$ cat src/rtl/vga_scaled_fetch_if.sv
// vga_scaled_fetch_if: fetch bus between the scaler and the pixel memory
interface vga_scaled_fetch_if #(
  parameter int AW  = 16,
  parameter int BPP = 12
) ();
  logic [AW-1:0]  o_addr;
  logic           o_fetch;
  logic [BPP-1:0] i_pixel;
  modport master (output o_addr, output o_fetch, input i_pixel);
  modport slave  (input o_addr, input o_fetch, output i_pixel);
endinterface

$ cat src/rtl/vga_scaled_fetch.sv
// vga_scaled_fetch: display position tracker with integer source scaling, fetch addressing and border fill
module vga_scaled_fetch #(
  parameter int BITS_PER_COLOR = 4,
  parameter int HW             = 12,
  parameter int VW             = 12,
  parameter int AW             = 16,
  parameter int RD_LATENCY     = 1,
  localparam int BPP           = 3 * BITS_PER_COLOR
) (
  input  logic              i_pixclk,
  input  logic              i_reset,
  input  logic [HW-1:0]     i_width,
  input  logic [VW-1:0]     i_height,
  input  logic [HW-1:0]     i_src_width,
  input  logic [VW-1:0]     i_src_height,
  input  logic [2:0]        i_hscale,
  input  logic [2:0]        i_vscale,
  input  logic [BPP-1:0]    i_border,
  input  logic              i_rd,
  input  logic              i_newline,
  input  logic              i_newframe,
  output logic [HW-1:0]     o_xpos,
  output logic [VW-1:0]     o_ypos,
  output logic [BPP-1:0]    o_pixel,
  vga_scaled_fetch_if.master mem
);
  logic [HW-1:0]  srcw_q, srcw_d, xpos_q, xpos_d, sx_q, sx_d;
  logic [VW-1:0]  srch_q, srch_d, ypos_q, ypos_d, sy_q, sy_d;
  logic [2:0]     hs_q, hs_d, vs_q, vs_d, hrep_q, hrep_d, vrep_q, vrep_d;
  logic [AW-1:0]  rowbase_q, rowbase_d;
  logic           in_image, dvalid, unused_height;
  assign unused_height = ^i_height;
  assign in_image      = (sx_q < srcw_q) && (sy_q < srch_q);
  assign mem.o_addr    = rowbase_q + AW'(sx_q);
  assign mem.o_fetch   = i_rd && in_image;
  assign o_xpos        = xpos_q;
  assign o_ypos        = ypos_q;
  always_comb begin
    srcw_d    = srcw_q;
    srch_d    = srch_q;
    hs_d      = hs_q;
    vs_d      = vs_q;
    xpos_d    = xpos_q;
    hrep_d    = hrep_q;
    sx_d      = sx_q;
    ypos_d    = ypos_q;
    vrep_d    = vrep_q;
    sy_d      = sy_q;
    rowbase_d = rowbase_q;
    if (i_newframe) begin
      srcw_d    = i_src_width;
      srch_d    = i_src_height;
      hs_d      = i_hscale;
      vs_d      = i_vscale;
      xpos_d    = '0;
      hrep_d    = '0;
      sx_d      = '0;
      ypos_d    = '0;
      vrep_d    = '0;
      sy_d      = '0;
      rowbase_d = '0;
    end else if (i_newline) begin
      xpos_d = '0;
      hrep_d = '0;
      sx_d   = '0;
      ypos_d = ypos_q + 1'b1;
      vrep_d = vrep_q + 3'd1;
      if (vrep_q == vs_q) begin
        vrep_d    = '0;
        sy_d      = &sy_q ? sy_q : sy_q + 1'b1;
        rowbase_d = rowbase_q + AW'(srcw_q);
      end
    end else if (i_rd) begin
      if (xpos_q == i_width - 1'b1) begin
        xpos_d = '0;
        hrep_d = '0;
        sx_d   = '0;
      end else begin
        xpos_d = xpos_q + 1'b1;
        hrep_d = hrep_q + 3'd1;
        if (hrep_q == hs_q) begin
          hrep_d = '0;
          sx_d   = &sx_q ? sx_q : sx_q + 1'b1;
        end
      end
    end
  end
  always_ff @(posedge i_pixclk) begin
    if (i_reset) begin
      srcw_q    <= i_src_width;
      srch_q    <= i_src_height;
      hs_q      <= i_hscale;
      vs_q      <= i_vscale;
      xpos_q    <= '0;
      hrep_q    <= '0;
      sx_q      <= '0;
      ypos_q    <= '0;
      vrep_q    <= '0;
      sy_q      <= '0;
      rowbase_q <= '0;
    end else begin
      srcw_q    <= srcw_d;
      srch_q    <= srch_d;
      hs_q      <= hs_d;
      vs_q      <= vs_d;
      xpos_q    <= xpos_d;
      hrep_q    <= hrep_d;
      sx_q      <= sx_d;
      ypos_q    <= ypos_d;
      vrep_q    <= vrep_d;
      sy_q      <= sy_d;
      rowbase_q <= rowbase_d;
    end
  end
  // valid tracks in_image rather than o_fetch so blanking cycles still carry memory data
  if (RD_LATENCY == 0) begin : g_nopipe
    assign dvalid = in_image;
  end else begin : g_pipe
    logic [RD_LATENCY-1:0] vpipe_q;
    always_ff @(posedge i_pixclk) begin
      if (i_reset) vpipe_q <= '0;
      else vpipe_q <= (vpipe_q << 1) | RD_LATENCY'(in_image);
    end
    assign dvalid = vpipe_q[RD_LATENCY-1];
  end
  always_ff @(posedge i_pixclk) begin
    if (i_reset) o_pixel <= '0;
    else o_pixel <= dvalid ? mem.i_pixel : i_border;
  end
endmodule

$ cat src/flat_wrapper.sv
// flat-port wrapper written by rule: the top's interface ports become plain ports
module vga_scaled_fetch_flat 
#(
  parameter int BITS_PER_COLOR = 4,
  parameter int HW             = 12,
  parameter int VW             = 12,
  parameter int AW             = 16,
  parameter int RD_LATENCY     = 1,
  localparam int BPP           = 3 * BITS_PER_COLOR
)
  (i_pixclk, i_reset, i_width, i_height, i_src_width, i_src_height, i_hscale, i_vscale, i_border, i_rd, i_newline, i_newframe, o_xpos, o_ypos, o_pixel, mem_o_addr, mem_o_fetch, mem_i_pixel);
  vga_scaled_fetch_if #(.AW(AW), .BPP(12)) mem_i ();
  input  logic i_pixclk;
  input  logic i_reset;
  input  logic [HW-1:0] i_width;
  input  logic [VW-1:0] i_height;
  input  logic [HW-1:0] i_src_width;
  input  logic [VW-1:0] i_src_height;
  input  logic [2:0] i_hscale;
  input  logic [2:0] i_vscale;
  input  logic [BPP-1:0] i_border;
  input  logic i_rd;
  input  logic i_newline;
  input  logic i_newframe;
  output logic [HW-1:0] o_xpos;
  output logic [VW-1:0] o_ypos;
  output logic [BPP-1:0] o_pixel;
  output wire logic [$bits(mem_i.o_addr)-1:0] mem_o_addr;
  output wire logic [$bits(mem_i.o_fetch)-1:0] mem_o_fetch;
  input wire logic [$bits(mem_i.i_pixel)-1:0] mem_i_pixel;
  assign mem_o_addr = mem_i.o_addr;
  assign mem_o_fetch = mem_i.o_fetch;
  assign mem_i.i_pixel = mem_i_pixel;
  vga_scaled_fetch #(.BITS_PER_COLOR(BITS_PER_COLOR), .HW(HW), .VW(VW), .AW(AW), .RD_LATENCY(RD_LATENCY)) u_core (.i_pixclk(i_pixclk), .i_reset(i_reset), .i_width(i_width), .i_height(i_height), .i_src_width(i_src_width), .i_src_height(i_src_height), .i_hscale(i_hscale), .i_vscale(i_vscale), .i_border(i_border), .i_rd(i_rd), .i_newline(i_newline), .i_newframe(i_newframe), .o_xpos(o_xpos), .o_ypos(o_ypos), .o_pixel(o_pixel), .mem(mem_i));
endmodule
$ cat config.mk
export PLATFORM = sky130hd
export DESIGN_NAME = vga_scaled_fetch_flat
export DESIGN_NICKNAME = d
export VERILOG_FILES = /design/src/rtl/vga_scaled_fetch_if.sv /design/src/rtl/vga_scaled_fetch.sv /design/src/flat_wrapper.sv
export SDC_FILE = /design/constraint.sdc
export NUM_CORES = 1
export LEC_CHECK = 0
export ABC_AREA = 1
export BUFFER_PORTS_ARGS = -buffer_cell sky130_fd_sc_hd__clkbuf_2
export CORE_ASPECT_RATIO = 1.75
export CORE_MARGIN = 5
export CORE_UTILIZATION = 43
export CTS_BUF_LIST = sky130_fd_sc_hd__clkbuf_8
export DETAILED_ROUTE_END_ITERATION = 8
export GPL_TIMING_DRIVEN = 0
export PLACE_DENSITY = 0.65
export SLEW_MARGIN = 10
export SYNTH_ARGS = -nofsm -noshare
export SYNTH_HDL_FRONTEND = slang
export SYNTH_SLANG_ARGS = --single-unit
export TNS_END_PERCENT = 30
$ cat constraint.sdc
create_clock -name i_pixclk -period 2.5 [get_ports i_pixclk]
set_input_delay 0.25 -clock i_pixclk [delete_from_list [all_inputs] [get_ports i_pixclk]]
set_output_delay 0.25 -clock i_pixclk [all_outputs]
set_load 0.02 [all_outputs]
* Word level (Yosys, flattened, before mapping)
Index checks and enable logic that the tools add are counted. Widths: inputs -> output; s select.
Word-level totals: flip-flop bits (word level) 113, input bits 83, memories kept 0, bits in read-only memories 0, RAM bits 0, bits in latches 0, output and inout port bits 53
Operators by class: equality and inequality tests 4, div/mod/pow operators 0, multipliers 0, magnitude comparators 2, bitwise gates (word level) 1, $add $sub $neg 9, multiplexer cells 16, reduce and logical (&&, ||, !) cells 11, shift operators 0
Operators by type and width (number):
- $mux 12 | 9
- $add 12x1->12 const B | 4
- $add 16x12->16 | 2
- $lt 12x12->1 | 2
- $reduce_and 12->1 | 2
- $mux 3 | 7
- $eq 12x12->1 | 1
- $sub 12x1->12 const B | 1
- $add 3x1->3 const B | 2
- $eq 3x3->1 | 2
- $reduce_and 3->1 | 2
- $reduce_bool 2->1 | 2
- $reduce_or 3->1 | 1
- $logic_and 1x1->1 | 2
- $ne 2x1->1 const B | 1
- $reduce_and 2->1 | 1
- $reduce_or 2->1 | 1
- $not 1->1 | 1

* Longest topological paths before layout
Gate-level depths: netlist of run 1.
depth in word-level cells 4, mapped depth 16, gate-level depth less buffers 16

* Least setup slack after synthesis of run 1
OpenSTA, ideal clock, no wires.
path kind register to output, from register u_core.sx_q[0], to output port mem_o_addr[10], arrival 2.214 ns, cell stages (with the launch flop) 10, setup slack 0.036 ns, data required time 2.250 ns, path through dfxtp_1 -> ha_1 -> inv_1 -> fa_1 -> o21ai_0 -> a21oi_1 -> o21bai_1 -> nand3_1 -> o21bai_1 -> xor2_1
On the way: longest elaborated chain between the ends 1
RTL lines:
- start, declared | line vga_scaled_fetch.sv:27 | logic [HW-1:0] srcw_q, srcw_d, xpos_q, xpos_d, sx_q, sx_d;
- start signal, assigned | line vga_scaled_fetch.sv:96 | sx_q <= '0;
- start signal, assigned | line vga_scaled_fetch.sv:108 | sx_q <= sx_d;
- $add 16x12->16 | line vga_scaled_fetch.sv:34 | assign mem.o_addr = rowbase_q + AW'(sx_q);
- end, declared | line flat_wrapper.sv:28 | output wire logic [$bits(mem_i.o_addr)-1:0] mem_o_addr;
No other way between the ends.

* Worst setup path in the final report of run 1
from register u_core.rowbase_q[0], to output port mem_o_addr[12]
On the way: longest elaborated chain between the ends 1
RTL lines:
- start, declared | line vga_scaled_fetch.sv:30 | logic [AW-1:0] rowbase_q, rowbase_d;
- start signal, assigned | line vga_scaled_fetch.sv:112 | rowbase_q <= rowbase_d;
- $add 16x12->16 | line vga_scaled_fetch.sv:34
No other way between the ends.

==> impl_metrics.yaml, run 1 <==
finish:
  final_layout_size_suffix_gt1_frac: 0.203
  area_delta_synth_final_pct: 25.3
  num-nets-final: 1269
  fillers: 1592
  final_cells: 1336
  n_antenna_cell: 0
timing:
  fin_crit_ns: 2.68
  max_freq_mhz: 374
  finalMaxSlewViolations: 0
  finalSetupViolations: 7
  rsz0062_at_grt: "true"
  finalWorstSetupSlack_ns: -0.176
  clock_skew_ns: 0.0162
  worst_slew_pin_slew_ns: 0.605
  final-hold-violation-count: 0
  period_share: 1.07
  relSlewSlack: 0.597
  finalSetupTns_ns: -0.635
synthesis:
  synth_top_family_by_area: "simple AND/OR/NAND/NOR gates"
  synth-simple-area-share: 0.283
  yosysMostFrequentCell: "nand2_1"
  synthXorXnorAreaFrac: 0.0610
  synth.cell_area_um2: 7030
  async_reset_ff_frac: 0
  synthCells: 950
  synth_top_area_share: 0.236
  yosysTopAreaCell: "dfxtp_1"
  synthMuxAreaShare: 0
  synthFlopType: "dfxtp_1"
  netlist_top_cells_count: "237 x nand2_1, 108 x inv_1, 91 x nor2_1"
  synth_adder_area_share: 0.100
  avgSynthCellArea_um2: 7.40
  yosysSeqAreaShare: 0.364
  synth_edf_count: 30
  synth.area.top_cells: "dfxtp_1 24%, edfxtp_1 13%, nand2_1 13%, ha_1 9.4%, a21oi_1 6.1%"
  synth_compound_area_frac: 0.117
  ys_warn_count: 0
  yosysUniqueCellTypes: 45
  synth_nets: 1088
  ys_ff_latch: 113
die:
  chipHeight_um: 179
  io_pins: 136
  rows: 62
  core_um2: 16300
  initial_core_util: 0.432
  die_w_um: 107
  dieArea_um2: 19100
detailed_routing:
  avgViaCountPerCell: 5.10
  first_iter_violations: 211
  drcViolationCount: 0
  avgRoutedWirePerCell_um: 14.1
  firstDrtPassIters: 7
  final_antenna_net_count: 0
  finalWirelength_mm: 18.9
  vias: 6808
clock_tree:
  cts_root_buffer: "clkbuf_8"
  tritoncts: "done"
  ctsLongestPathBuffers: 2
  cts_buffers: 17
  cts_max_level: 4
  insertion_delay_ns: 0.44
  path_clk_slew_ns: 0.09
  cts.sinks: 113
worst_setup_path:
  critPathLaunchType: "register"
  crit_path_frequent_cell: "nand2_1"
  cp_slowest_cell: "dfxtp_4"
  reg2reg_slack_ns: 0.36
  rr_worst_depth: 10
  end_kind: "primary output"
  crit_required_ns: 2.25
  worstSetupPathType: "register to primary output"
  worstPathMaxFanout: 2
  crit_cells: 13
  critPathTopFamily: "compound AO/OA/AOI/OAI gates"
  worstSetupStartpoint: "u_core.rowbase_q[0]$_SDFFE_PP0P_"
  crit_path_end: "mem_o_addr[12]"
  cp_cell_sequence: "ha_4, inv_2, fa_2, o21ai_2, a21oi_2, o21bai_2, nand3_2, o21bai_4, nand2_2, nand2_1, nand2_1, nand2_1, clkbuf_8"
  worstReg2RegStart: "u_core.srcw_q[2]$_DFFE_PP_"
  path_buf_inv: 2
  worstPathArrival_ns: 2.43
  slowest_delay_ns: 0.37
  r2r-end: "u_core.rowbase_q[13]$_SDFFE_PP0P_"
job:
  max_cap_viol_count: 0
global_route:
  grt_pass1_wl_mm: 30.9
  grt_max_degree: 23
  antenna_found_initial: 0
  gr-total-overflow: 0
  grt_use_total: 0.203
  grt_pass1_vias: 6587
pwr:
  p_leak_uw: 0.00411
  p_total_uw: 4180
  vdd_drop_max_mv: 0.272
  power.density_nw_per_um2: 474
placement:
  hpwlAfterDp_mm: 14.9
  dpl_worst_slack_ns: -0.562
  gp_congestion: 0.922
  portBuffers: 123
  place_inst: 1266
min_path:
  hold_start: "i_border[8]"
  hold_path.class: "input pin to register"
outcome:
  violations: "setup timing"
  status: "finished, violations left"
-- state kept, by name, indices dropped and copies added (netlist names) --
signal	cells
u_core.vs_q	3
u_core.sy_q	12
u_core.dvalid	1
u_core.srcw_q	12
u_core.vrep_q	3
u_core.o_ypos	12
u_core.o_pixel	12
u_core.rowbase_q	16
u_core.hrep_q	3
u_core.o_xpos	12
u_core.srch_q	12
u_core.sx_q	12
u_core.hs_q	3
-- layout by cell type (no fill, tap or decap), types with 3 or more instances in the layout --
master,n
a21oi_1,83
a21oi_2,3
a31oi_1,4
buf_2,4
buf_4,14
clkbuf_1,11
clkbuf_2,116
clkbuf_4,3
clkbuf_8,20
clkinv_4,3
dfxtp_1,74
dfxtp_2,4
dfxtp_4,5
dlygate4sd3_1,30
edfxtp_1,30
ha_1,50
ha_4,3
inv_1,105
inv_2,3
inv_6,5
nand2_1,233
nand2_2,10
nand3_1,52
nand3_2,4
nand4_1,15
nor2_1,91
nor2_2,11
nor3_1,17
nor4_1,9
o211ai_1,4
o21a_1,5
o21ai_0,33
o21ai_2,3
xnor2_1,15
xor2_1,34
-- how the worst min path moves through the flow --
stage	depth (start not counted)	slack (ns)	to
3_5_place_dp	1	0.43	u_core.vs_q[2]$_DFFE_PP_
5_1_grt	3	0.002	u_core.o_pixel[2]$_SDFF_PP0_
6_report	3	0.03	u_core.o_pixel[8]$_SDFF_PP0_
4_1_cts	3	0.01	u_core.o_pixel[6]$_SDFF_PP0_
2_1_floorplan	1	0.32	u_core.o_pixel[0]$_SDFF_PP0_
3_3_place_gp	1	0.43	u_core.srch_q[2]$_DFFE_PP_
-- cell families after synthesis --
group | after synthesis
simple gates | 454
buf+inv | 130
compound gates | 149
flops | 113
fa+ha+maj | 55
xor+xnor | 49
-- layer usage --
metal | global-route usage | wire length, um | vias up
met3 | 0.0360 | 694 | 47
met4 | 0.0933 | 706 | 0
met5 | 0 | 0 | -
li1 | - | - | 3504
met2 | 0.391 | 10300 | 153
met1 | 0.208 | 7160 | 3104
-- tightest hold or removal path: stages --
cell and delay, ns:
clkbuf_2 0.08, nand2_1 0.05, a21oi_1 0.05
-- layout make-up --
| type | instances | area, um^2 | area share |
|---|---|---|---|
| Buffer | 21 | 118 | 0.0134 |
| Clock buffer | 18 | 248 | 0.0281 |
| Clock inverter | 14 | 129 | 0.0146 |
| Inverter | 109 | 409 | 0.0464 |
| Multi-Input combinational cell | 707 | 4050 | 0.460 |
| Sequential cell | 113 | 2590 | 0.294 |
| Tap cell | 192 | 240 | 0.0273 |
| Timing Repair Buffer | 162 | 1030 | 0.117 |
-- per-stage QoR --
| step | hold slack [ns] | util | area [um^2] |
|---|---|---|---|
| 2_1_floorplan | 0.319 | - | 7030 |
| 5_1_grt | 0.00178 | 0.541 | 8810 |
| 3_3_place_gp | 0.428 | 0.484 | 7890 |
| 4_1_cts | 0.00977 | 0.539 | 8780 |
| 6_report | 0.0285 | 0.541 | 8810 |
| 3_5_place_dp | 0.429 | 0.486 | 7920 |
-- report_power, final --
group / total, uW / switching [uW] / internal [uW]
Combinational: 518 / 304 / 214
Sequential: 1980 / 36.3 / 1940
Clock: 1680 / 856 / 823
Total: 4180 / 1200 / 2980
-- repair_timing --
action | CTS | global route
endpoints found under the hold margin | 30 | 0
pin swaps | 10 | 8
resized for setup | 42 | 13
hold buffers | 30 | 0
buffers inserted | 7 | 1
endpoints found under the setup margin | 11 | 13
Power figures use the tool's default switching activity.
==> run 2, diff against run 1 <==
Settings changed: CTS_CLUSTER_DIAMETER from default to 60, HOLD_SLACK_MARGIN from default to 0.15.
==> impl_metrics.yaml, run 2 (same netlist as run 1, synthesis figures left out) <==
outcome:
  status: "finished, violations left"
  violations: "setup timing"
finish:
  final_layout_size_suffix_gt1_frac: 0.199
  largest-register: "u_core.rowbase_q"
  fillers: 1561
  post-route-util: 0.555
  area_delta_synth_final_pct: 28.7
  layout_commonest_cell: "nand2_1"
  mostFrequentLayoutCells: "233 x nand2_1, 116 x clkbuf_2, 105 x inv_1, 91 x nor2_1, 83 x a21oi_1"
  num-nets-final: 1293
  final_cells: 1360
  n_antenna_cell: 0
  largest_reg_flops: 16
  multi_input_comb_area_um2: 4050
  ff_latch_area_um2: 2590
worst_setup_path:
  critPathTopFamily: "compound AO/OA/AOI/OAI gates"
  reg2reg_slack_ns: 0.36
  worstReg2RegStart: "u_core.srcw_q[2]$_DFFE_PP_"
  worstSetupStartpoint: "u_core.rowbase_q[0]$_SDFFE_PP0P_"
  worstPathArrival_ns: 2.43
  cp_slowest_cell: "dfxtp_4"
  crit_required_ns: 2.25
  worstPathMaxFanout: 2
  crit_path_frequent_cell: "nand2_1"
  r2r-end: "u_core.rowbase_q[13]$_SDFFE_PP0P_"
  path_buf_inv: 2
  critPathLaunchType: "register"
  end_kind: "primary output"
  cp_cell_sequence: "ha_4, inv_2, fa_2, o21ai_2, a21oi_2, o21bai_2, nand3_2, o21bai_4, nand2_2, nand2_1, nand2_1, nand2_1, clkbuf_8"
  rr_worst_depth: 10
  slowest_delay_ns: 0.37
  worstSetupPathType: "register to primary output"
clock_tree:
  ctsLongestPathBuffers: 2
  tritoncts: "done"
  cts_max_level: 4
  path_clk_slew_ns: 0.08
  cts.sinks: 113
  cts_buffers: 17
  insertion_delay_ns: 0.44
  cts_root_buffer: "clkbuf_8"
timing:
  fin_crit_ns: 2.68
  relSlewSlack: 0.595
  finalWorstSetupSlack_ns: -0.178
  finalSetupViolations: 7
  clock_skew_ns: 0.0150
  finalSetupTns_ns: -0.642
  max_freq_mhz: 373
  worst_slew_pin_slew_ns: 0.607
  period_share: 1.07
  final-hold-violation-count: 0
  finalMaxSlewViolations: 0
  rsz0062_at_grt: "true"
die:
  die_w_um: 107
  chipHeight_um: 179
  rows: 62
  io_pins: 136
  dieArea_um2: 19100
  initial_core_util: 0.432
  core_um2: 16300
placement:
  gp_congestion: 0.922
  portBuffers: 123
  place_inst: 1266
  hpwlAfterDp_mm: 14.9
pwr:
  p_leak_uw: 0.00423
  power.density_nw_per_um2: 465
  vdd_drop_max_mv: 0.282
global_route:
  grt_max_degree: 23
  antenna_found_initial: 0
  grt_use_total: 0.205
  grt_pass1_wl_mm: 31.3
  grt_pass1_vias: 6733
  gr-total-overflow: 0
detailed_routing:
  wl_met2_mm: 10.5
  routed.top_layer: "met4"
  first_iter_violations: 216
  final_antenna_net_count: 0
  firstDrtPassIters: 4
  avgRoutedWirePerCell_um: 14.1
  drcViolationCount: 0
  wl_met1_mm: 7.23
  wl_met3_um: 684
  avgViaCountPerCell: 5.07
  finalWirelength_mm: 19.1
  vias: 6899
job:
  max_cap_viol_count: 0
min_path:
  hold_path.class: "input pin to register"
  whs_path_depth: 5
  hold_start: "i_newline"
  hold-path-endpoint: "u_core.o_ypos[3]$_SDFFE_PP0P_"
==> run 2: cell types whose count changed in the layout (fill, tap and decap cells not counted) <==
cell | previous run | this run
dlygate4sd3_1 | 30 | 54
==> run 2: worst min-delay path, stage by stage <==
cell and delay, ns:
clkbuf_2 0.11, nand2_1 0.06, nor2_1 0.05, nor2_1 0.08, nor2_1 0.05
==> run 2: where the power goes <==
part           switching [uW]  internal [uW]  total [uW]
Clock                     854            823        1680
Combinational             310            241         551
Sequential               36.7           1940        1980
==> run 2: layer usage <==
metal / vias up / track usage
met2: 150 / 0.398
li1: 3551 / -
met4: 0 / 0.0933
met1: 3151 / 0.210
met5: - / 0
met3: 47 / 0.0353
==> run 2: how the worst max path moves through the flow <==
stage | to | slack [ns] | depth (start not counted)
2_1_floorplan | mem_o_addr[10] | 0.04 | 9
3_3_place_gp | mem_o_addr[12] | -0.49 | 13
3_5_place_dp | mem_o_addr[12] | -0.56 | 13
4_1_cts | mem_o_addr[12] | -0.27 | 13
5_1_grt | mem_o_addr[12] | -0.32 | 13
6_report | mem_o_addr[12] | -0.18 | 13
==> run 2: area by class of cell <==
class,instances,area share
well taps,192,0.0265
repair buffers,186,0.140
inverters,109,0.0452
plain buffers,21,0.0130
flip-flops and latches,113,0.286
clock buffers,18,0.0274
multi-input cells,707,0.447
clock inverters,14,0.0142
==> run 2: metrics by stage <==
stage                     total power [uW]  instance area (um^2)  setup slack [ns]  hold slack, ns
final                                 4210                  9050            -0.178           0.188
after global routing                  4410                  9050            -0.321           0.227
after CTS                             4250                  9020            -0.271           0.177
after detailed placement              2510                  7920            -0.562           0.429
after global placement                2490                  7890            -0.489           0.428
after floorplan                       2330                  7030            0.0363           0.319
==> run 2: timing repair <==
item	CTS	global route
pin swaps	10	8
cloned	0	0
endpoints found under the setup margin	11	13
endpoints found under the hold margin	42	0
gates resized for setup	42	13
hold buffers	54	0
buffers inserted	7	1
==> run 3, diff against run 2 <==
Settings changed: ABC_AREA 1 to default.
==> impl_metrics.yaml, run 3 <==
timing:
  final-hold-violation-count: 0
  finalWorstSetupSlack_ns: -0.489
  max_freq_mhz: 335
  fin_crit_ns: 2.99
  worst_slew_pin_slew_ns: 0.716
  clock_skew_ns: 0.0150
  hold_slack_ns: 0.188
  relSlewSlack: 0.522
  finalSetupViolations: 10
  finalMaxSlewViolations: 0
  period_share: 1.20
  rsz0062_at_grt: "true"
worst_setup_path:
  cp_cell_sequence: "ha_4, inv_2, fa_2, nor2b_2, o21ai_2, a21oi_2, a2111oi_4, o22ai_2, o41ai_4, buf_4, xnor2_2, clkbuf_8"
  reg2reg_slack_ns: 0.17
  worstSetupPathType: "register to primary output"
  worstSetupStartpoint: "u_core.sx_q[0]$_SDFFE_PP0P_"
  cp_slowest_cell: "dfxtp_4"
  worstPathMaxFanout: 2
  end_kind: "primary output"
  rr_worst_depth: 8
  critPathLaunchType: "register"
  worstPathArrival_ns: 2.74
  crit_required_ns: 2.25
  crit_path_end: "mem_o_addr[12]"
  crit_cells: 12
  worstReg2RegStart: "u_core.vs_q[1]$_DFFE_PP_"
  r2r-end: "u_core.sy_q[11]$_SDFFE_PP0P_"
  path_buf_inv: 3
  critPathTopFamily: "compound AO/OA/AOI/OAI gates"
  slowest_delay_ns: 0.37
synthesis:
  yosysUniqueCellTypes: 65
  yosysSeqAreaShare: 0.396
  avgSynthCellArea_um2: 9.17
  synth_top_area_share: 0.257
  synthFlopType: "dfxtp_1"
  synthCells: 705
  synth_nets: 843
  synth_edf_count: 30
  netlist_top_cells_count: "83 x dfxtp_1, 83 x nor2_1, 59 x nand2_1"
  ys_warn_count: 0
  async_reset_ff_frac: 0
  synth.cell_area_um2: 6460
  synth.area.top_cells: "dfxtp_1 26%, edfxtp_1 14%, ha_1 10%, xnor2_1 6.8%, nor2_1 4.8%"
  ys_ff_latch: 113
  yosysTopAreaCell: "dfxtp_1"
finish:
  area_delta_synth_final_pct: 36.6
  final_layout_size_suffix_gt1_frac: 0.260
  final_cells: 1118
  largest-register: "u_core.rowbase_q"
  num-nets-final: 1060
  fin_area_um2: 8830
  n_antenna_cell: 0
  layout_commonest_cell: "clkbuf_2"
  largest_reg_flops: 16
  mostFrequentLayoutCells: "113 x clkbuf_2, 81 x nor2_1, 73 x dfxtp_1, 59 x nand2_1, 57 x dlygate4sd3_1"
  fillers: 1318
placement:
  place_area_um2: 7350
  gp_congestion: 0.798
  portBuffers: 122
  hpwlAfterDp_mm: 12.0
  place_inst: 1011
die:
  rows: 59
  io_pins: 136
  chipHeight_um: 172
  dieArea_um2: 17700
  die_w_um: 103
  initial_core_util: 0.436
  core_um2: 14800
clock_tree:
  cts_buffers: 17
  tritoncts: "done"
  ctsLongestPathBuffers: 2
  cts_max_level: 4
  insertion_delay_ns: 0.45
  cts_root_buffer: "clkbuf_8"
  cts.sinks: 113
  path_clk_slew_ns: 0.07
min_path:
  hold_path.class: "input pin to register"
  whs_path_depth: 3
pwr:
  vdd_drop_max_mv: 0.386
  p_leak_uw: 0.00372
  power.density_nw_per_um2: 484
detailed_routing:
  drcViolationCount: 0
  final_antenna_net_count: 0
  avgViaCountPerCell: 5.22
  vias: 5841
  firstDrtPassIters: 5
  avgRoutedWirePerCell_um: 15.4
  finalWirelength_mm: 17.2
  first_iter_violations: 202
global_route:
  grt_max_degree: 34
  antenna_found_initial: 0
  grt_use_total: 0.194
  grt_pass1_wl_mm: 26.9
  grt_pass1_vias: 5809
  gr-total-overflow: 0
job:
  max_cap_viol_count: 0
outcome:
  status: "finished, violations left"
  violations: "setup timing"
## run 3: report_power, final
group / switching [uW] / internal (uW)
logic: 262 / 248
clock network: 807 / 980
registers: 36.2 / 1940
total: 1110 / 3170
## run 3: how the worst min path moves through the flow
stage / from / end / slack, ns
4_1_cts: i_newframe / u_core.sx_q[2]$_SDFFE_PP0P_ / 0.17
5_1_grt: i_newframe / u_core.sx_q[0]$_SDFFE_PP0P_ / 0.20
2_1_floorplan: i_reset / u_core.o_pixel[0]$_SDFF_PP0_ / 0.32
3_5_place_dp: i_vscale[1] / u_core.vs_q[1]$_DFFE_PP_ / 0.43
6_report: i_newframe / u_core.sx_q[0]$_SDFFE_PP0P_ / 0.19
3_3_place_gp: i_src_width[0] / u_core.srcw_q[0]$_DFFE_PP_ / 0.43
## run 3: timing repair
item,4_1_cts,5_1_grt
setup endpoints to repair,15,34
gates cloned,0,1
buffers inserted,11,6
gates resized for setup,50,49
endpoints found under the hold margin,43,0
hold buffers,57,0
pin swaps,14,15
## run 3: routing by layer
layer,GRT usage,part of all wire,up-vias
met4,0.103,0.040,0
met1,0.194,0.36,2729
met2,0.366,0.55,150
met5,0,0,-
met3,0.0396,0.045,55
li1,-,-,2907
## run 3: cell type report
class	count	area, um^2	share of cell area
inverters	44	165	0.0187
multi-input cells	527	3950	0.447
clock buffers	17	234	0.0265
flip-flops and latches	113	2590	0.293
clock inverters	15	171	0.0194
repair buffers	198	1380	0.156
well taps	183	229	0.0259
plain buffers	21	110	0.0125
## run 3: worst register-to-register path: cells and delay by family (launching register included)
| kind | cells | cell delay (ns) |
|---|---|---|
| AND/OR/NAND/NOR | 5 | 1.25 |
| XOR/XNOR | 2 | 0.31 |
| AO/OA/AOI/OAI | 1 | 0.26 |
| flip-flops | 1 | 0.38 |
## run 3: metrics by stage
stage          utilization  setup TNS, ns  total power [uW]  worst slack (ns)
2_1_floorplan            -        -0.0949              2270           -0.0124
3_3_place_gp         0.494         -30.74              2420            -0.667
3_5_place_dp         0.495         -12.40              2430            -0.651
4_1_cts              0.580          -2.83              4290            -0.570
5_1_grt              0.595          -3.42              4430            -0.587
6_report             0.595          -2.49              4270            -0.489
## run 3: cell families after synthesis
family	count (synthesis)	synth area share
flip-flops	113	0.396
adder cells (fa/ha/maj)	55	0.109
multiplexers	16	0.0248
AO/OA/AOI/OAI	133	0.142
buffers and inverters	65	0.0406
AND/OR/NAND/NOR	243	0.179
XOR/XNOR	80	0.108
